### src/rtl/freq_gate_counter.sv
// Counts synchronised rising edges of pulse_in over a GATE_CYCLES window and hands the count over valid/ready.
// Define FREQ_GATE_CONTINUOUS_EN to re-arm the gate straight after each result handshake.
module freq_gate_counter #(
  parameter int GATE_CYCLES = 1000,
  parameter int CNT_WIDTH   = 16,
  parameter int SYNC_STAGES = 2
) (
  input  logic                 clk,
  input  logic                 rst,
  input  logic                 pulse_in,
  input  logic                 start,
  output logic                 busy,
  output logic [CNT_WIDTH-1:0] result,
  output logic                 overflow,
  output logic                 result_valid,
  input  logic                 result_ready
);

  localparam int TW = (GATE_CYCLES > 1) ? $clog2(GATE_CYCLES) : 1;
  localparam logic [TW-1:0] GATE_LOAD = TW'(GATE_CYCLES - 1);

  typedef enum logic [1:0] {
    IDLE,
    GATE,
    DONE
  } state_e;

  state_e                 state_q;
  logic [SYNC_STAGES-1:0] sync_q;
  logic                   dly_q;
  logic                   edge_det;
  logic [TW-1:0]          timer_q;
  logic [CNT_WIDTH-1:0]   cnt_q, cnt_d;
  logic                   ovf_q, ovf_d;
  logic [CNT_WIDTH-1:0]   result_q;
  logic                   overflow_q;
  logic                   valid_q;
  logic                   busy_q;

  // Edge detection runs in every state so a level already high at gate start is not an edge.
  always_ff @(posedge clk) begin
    if (rst) begin
      sync_q <= '0;
      dly_q  <= 1'b0;
    end else begin
      sync_q <= {sync_q[SYNC_STAGES-2:0], pulse_in};
      dly_q  <= sync_q[SYNC_STAGES-1];
    end
  end

  assign edge_det = sync_q[SYNC_STAGES-1] & ~dly_q;

  always_comb begin
    cnt_d = cnt_q;
    ovf_d = ovf_q;
    if (edge_det) begin
      if (&cnt_q) begin
        ovf_d = 1'b1;
      end else begin
        cnt_d = cnt_q + 1'b1;
      end
    end
  end

  always_ff @(posedge clk) begin
    if (rst) begin
      state_q    <= IDLE;
      busy_q     <= 1'b0;
      timer_q    <= '0;
      cnt_q      <= '0;
      ovf_q      <= 1'b0;
      result_q   <= '0;
      overflow_q <= 1'b0;
      valid_q    <= 1'b0;
    end else begin
      case (state_q)
        IDLE: begin
          if (start) begin
            state_q <= GATE;
            busy_q  <= 1'b1;
            timer_q <= GATE_LOAD;
            cnt_q   <= '0;
            ovf_q   <= 1'b0;
          end
        end
        GATE: begin
          cnt_q <= cnt_d;
          ovf_q <= ovf_d;
          // timer_q == 0 marks the last counted cycle; its edge lands in the result.
          if (timer_q == '0) begin
            state_q    <= DONE;
            result_q   <= cnt_d;
            overflow_q <= ovf_d;
            valid_q    <= 1'b1;
          end else begin
            timer_q <= timer_q - 1'b1;
          end
        end
        DONE: begin
          if (result_ready) begin
            valid_q <= 1'b0;
`ifdef FREQ_GATE_CONTINUOUS_EN
            state_q <= GATE;
            timer_q <= GATE_LOAD;
            cnt_q   <= '0;
            ovf_q   <= 1'b0;
`else
            state_q <= IDLE;
            busy_q  <= 1'b0;
`endif
          end
        end
        default: begin
          state_q <= IDLE;
          busy_q  <= 1'b0;
          valid_q <= 1'b0;
        end
      endcase
    end
  end

  assign busy         = busy_q;
  assign result       = result_q;
  assign overflow     = overflow_q;
  assign result_valid = valid_q;

endmodule

### config.mk
export PLATFORM = sky130hd
export DESIGN_NAME = freq_gate_counter
export DESIGN_NICKNAME = d
export VERILOG_FILES = /design/src/rtl/freq_gate_counter.sv
export SDC_FILE = /design/constraint.sdc
export NUM_CORES = 1
export LEC_CHECK = 0
export ABC_AREA = 1
export ABC_CLOCK_PERIOD_IN_PS = 2900
export CAP_MARGIN = 20
export CORE_MARGIN = 3
export CORE_UTILIZATION = 45
export DETAILED_ROUTE_END_ITERATION = 16
export PLACE_DENSITY = 0.63
export SLEW_MARGIN = 20
export SYNTH_ARGS = -nofsm -noshare
export SYNTH_HDL_FRONTEND = slang
export SYNTH_SLANG_ARGS = --single-unit
export TNS_END_PERCENT = 5
### constraint.sdc
create_clock -name clk -period 2.9 [get_ports clk]
set_input_delay 0.29 -clock clk [delete_from_list [all_inputs] [get_ports clk]]
set_output_delay 0.29 -clock clk [all_outputs]
set_load 0.02 [all_outputs]
After elaboration in Yosys (flattened, before gate mapping):

Index checks and enable logic that the tools add are counted.

* register bits after elaboration: 51
* output and inout bits: 19

* add/sub/neg operators: 2
* eq/ne operators: 6
* mux-type cells: 20
* bitwise logic cells: 4
* reduce and logical (&&, ||, !) cells: 10

Operators by type and width (number)
* 16-bit 2-to-1 mux: 3
* 16-bit case mux with 2 select lines: 1
* 10-bit 2-to-1 mux: 2
* 10-bit case mux with 2 select lines: 1
* 16-bit by 1-bit adder with 16-bit output (second input constant): 1
* 16-bit AND reduction: 1
* 3-bit AND reduction: 4
* 10-bit zero test: 1
* 10-bit by 1-bit subtractor with 10-bit output (second input constant): 1
* 2-bit inequality test (second input constant): 4
* 1-bit 2-to-1 mux: 6
* 2-bit 2-to-1 mux: 3
* 1-bit case mux with 3 select lines: 2
* 2-bit case mux with 3 select lines: 1
* 2-bit AND reduction: 2
* 1-bit NOT: 3
* 2-bit by 1-bit equality test with 1-bit output (second input constant): 1
* 2-bit equality test (second input constant): 1
* 2-bit zero test: 1
* 1-bit case mux with 2 select lines: 1
* 2-bit nonzero test: 1
* 1-bit AND: 1

Longest topological paths before layout:

* word-level depth: 4
* mapped depth: 11
* gate-level depth less buffers: 11

Least setup slack after synthesis:

No wires, ideal clock.

* path type: flip-flop to flip-flop
* start: register timer_q[0]
* end: register result_q[8], in the netlist result[8]
* arrival time: 1429 ps
* setup slack: 1354 ps
* cell stages (with the launch flop): 10
* path buffers: 2
* period minus slack after synthesis: 1546 ps
* cells stage by stage: dfxtp_1 > inv_1 > ha_1 > nand2_1 > nor2_1 > nand4_1 > buf_2 > buf_6 > a21oi_1 > nor2_1

* cells in the longest elaborated chain, start to end: 2

RTL lines
* from (decl): line 32 `logic [TW-1:0] timer_q;`
* from (signal assigned): line 96 `timer_q <= timer_q - 1'b1;`
* 10-bit zero test: line 90 `if (timer_q == '0) begin`
* 2-bit AND reduction (no line)
* to (signal assigned): line 92 `result_q <= cnt_d;`
* to (decl): line 35 `logic [CNT_WIDTH-1:0] result_q;`

Every way passes these cells.
A chain may end at the register's enable or synchronous reset.

Worst setup path after layout:

* start: register timer_q[0]
* end: register result_q[9], in the netlist result[9]

The elaborated chain is that of the path after synthesis.

==> flow_results.org <==
** Run status
- Run status :: completed

** Floorplan
- Row generation in the floorplan step produced 27 rows.
- The die covers 7040 sq um.
- In this run the standard cell core region covers 5680 sq um.
- During I/O placement, the number of pins put on the boundary was 24.
- Measured along the y axis, the die boundary spans 83.9 um.
- The initial utilization of the core area, before any placement, comes to 0.481.
- The floorplan step set the die width to 83.9 um.

** Timing
- On the final layout, the worst clock skew is 11.5 ps.
- Post-route fraction of the period consumed by the critical path :: 0.682
- The worst path needs 1980 ps of the cycle, external delays included.
- Setup_tns :: 0 ps
- Max frequency :: 505 MHz
- Number of max-slew violations in the final report :: 0
- The worst pin sits at a relative slew slack of 0.590.
- Unrepaired setup endpoints after global routing :: no
- At the pin with the least slew margin, the transition time is 614 ps.
- Across all hold checks on the routed design, the worst slack comes to 418 ps.
- Setup violations, final :: 0
- Final hold violations :: 0

** GRT
- The initial antenna violation count came to 0.
- Global route overflow :: 0
- The first global-routing pass estimated 11.1 mm of wire.
- The via count of the first global-routing pass is 2447.
- In the global route stage, overall resource usage came out at 0.187.
- Entering global routing, the biggest net connects 22 pins.

** Flow run
- Number of max-cap violations :: 0

** Route
- After detailed routing, the number of remaining DRC violations is 0.
- DR vias/cell :: 4.94
- Remaining antenna violation count :: 0
- The pre-antenna-repair detailed-routing pass consisted of 4 iterations.
- The final route contains 2544 vias.
- The first routing iteration left 130 violations.
- Routed len/inst :: 12.2 um
- The routed design has 6.27 mm of wire.

** Placement
- Final Wtd Congestion :: 0.862
- IO Port Bufs :: 23
- Cell total after placement :: 508
- DP HPWL :: 4.65 mm

** Clock network
- The later pin in the worst-skew pair is clocked with a latency of 290 ps.
- Clock buffers created by TritonCTS :: 5
- Library cell used as clock root buffer :: clkbuf_8
- Number of gates resized after cts :: 0
- Setup Buffers After CTS :: 0
- TritonCTS built the clock tree.
- The clock passes through at most 2 buffers.
- Hold repair after CTS inserted 0 buffers.
- # clock sinks :: 51
- Number of H-tree levels :: 2
- Register clock-pin slew on the reported worst setup and hold paths :: 90 ps

** Finish
- The count of cells in the finished layout, fillers not included, comes to 515.
- Layout cells sized above 1 :: 0.0632
- From synthesis to final layout, the design area changed by 13.8%.
- Diode count :: 0
- The final layout contains 450 nets.

** Power
- Static leakage power :: 1.37 nW
- Power Dens Cells :: 505 nW/um^2
- IR analysis of the VDD net gives a maximum drop of 0.000355 V.

** Setup path
- Kind of end point of the critical path :: flip-flop
- Along the worst path, the maximum fanout reaches 16.
- Data arrival time at the worst-slack endpoint :: 2210 ps
- Measured in cells, the most critical reg-to-reg path has a length of 8.
- Data on the critical path is required at its endpoint by 3130 ps.
- Critical path start-end classification :: flip-flop to flip-flop
- Kind of launch point of the worst setup path :: flip-flop

** Synth
- After synthesis, the netlist uses 28 different library cells.
- Counting flops with an async set or reset pin after synthesis yields a share of 0.
- For this run, the register share of the synthesized area comes to 0.374.
- List of most frequent post-synthesis cells :: nand2_1 (116), inv_1 (54), dfxtp_1 (51)
- The share of synthesized area in the top cell type comes to 0.374.
- Dominant register cell in the synthesized netlist :: dfxtp_1
- The cell area that synthesis handed to floorplanning was 2730 sq um.
- In this run the mean area of a mapped cell was 6.46 sq um.
- Leading post-synthesis cells by cell area :: dfxtp_1 (37%), nand2_1 (16%), nand3_1 (8.8%)
- Synthesis produced 423 cells.
- Cell with the most instances after synthesis :: nand2_1
- Summed over all instances, the cell type with the most area after synthesis is dfxtp_1.
- The number of nets handed over by synthesis was 430.
- Count of flip-flops with a built-in enable after synthesis :: 0
- Warnings, synthesis :: 0
- Synthesized flop and latch total :: 51

** Worst hold path
- The min-delay analysis places its worst path in the category flip-flop to flip-flop.
- Counting instances, the worst hold path has a depth of 2.
-- per-layer routing --
layer,vias up,GRT usage,share of wire
li1,1378,-,-
met1,1129,0.231,0.47
met4,0,0.0424,0.0037
met2,33,0.334,0.50
met5,-,0,0
met3,4,0.0375,0.030
-- path summary, 6_finish.rpt --
path                                               from                      to  slack [ps]
worst min register to register     sync_q[0]$_SDFF_PP0_    sync_q[1]$_SDFF_PP0_         420
worst max-delay path            timer_q[0]$_SDFFE_PP0P_  result[9]$_SDFFE_PP0P_         920
worst min-delay path               sync_q[0]$_SDFF_PP0_    sync_q[1]$_SDFF_PP0_         420
worst max register to register  timer_q[0]$_SDFFE_PP0P_  result[9]$_SDFFE_PP0P_         920
-- where the power goes --
group,internal (mW),total [mW],switching (mW)
Sequential,0.745,0.778,0.0335
Clock,0.253,0.468,0.215
Combinational,0.118,0.323,0.205
Total,1.12,1.57,0.454
-- registers in the layout (all words and copies together) (netlist names) --
register,cells
sync_q,2
result,16
dly_q,1
ovf_q,1
timer_q,10
overflow,1
busy,1
cnt_q,16
result_valid,1
state_q,2
-- cell usage in the layout, fill, tap and decap left out --
cell type	instances
a31oi_1	1
clkbuf_1	1
nand4_1	4
nand2_2	1
nand4_4	1
a21oi_1	37
o21ai_1	6
nand3_1	48
inv_2	2
clkbuf_8	5
nor2_4	2
o21ai_0	17
dfxtp_1	51
ha_1	2
inv_1	54
bufinv_16	1
buf_4	6
xor2_1	3
o21bai_1	1
nor3_1	1
xnor2_1	1
nor2_2	3
nand2_1	116
nand3_2	5
or2_2	2
clkdlybuf4s50_1	23
o21a_1	3
a21o_1	1
nor2_1	45
-- final cells by class --
class                   count  area [sq um]
inverters                  56           210
clock buffers               6          72.6
well taps                  72          90.1
clock inverters             1          30.0
flip-flops and latches     51          1020
multi-input cells         300          1410
repair buffers             29           275
fillers                   573          2570
-- per-stage QoR --
stage / worst slack (ps) / area, sq um / total power, mW / utilization
floorplan: 1350 / 2730 / 1.02 / -
global placement: 943 / 3010 / 1.12 / 0.530
detailed placement: 917 / 3010 / 1.12 / 0.530
CTS: 895 / 3110 / 1.59 / 0.548
global route: 632 / 3110 / 1.67 / 0.548
finish: 921 / 3110 / 1.57 / 0.548
-- cell families (layout without fill, tap and decap cells) --
group | Yosys count | in the layout | synth area share
AOI/OAI and AO/OA | 66 | 66 | 0.126
adders and majority gates | 2 | 2 | 0.00916
xor gates and xnor gates | 4 | 4 | 0.0128
DFF | 51 | 51 | 0.374
buffers and inverters | 72 | 92 | 0.110
and+or+nand+nor | 228 | 228 | 0.368
-- critical path, cell delays in order (launching register included) --
cell	delay (ps)
dfxtp_1	330
inv_1	130
ha_1	220
nand2_1	120
nor2_1	140
nand4_1	350
inv_2	370
o21ai_0	130
nor2_1	130
Note: power is estimated with default switching activity, not from simulation.
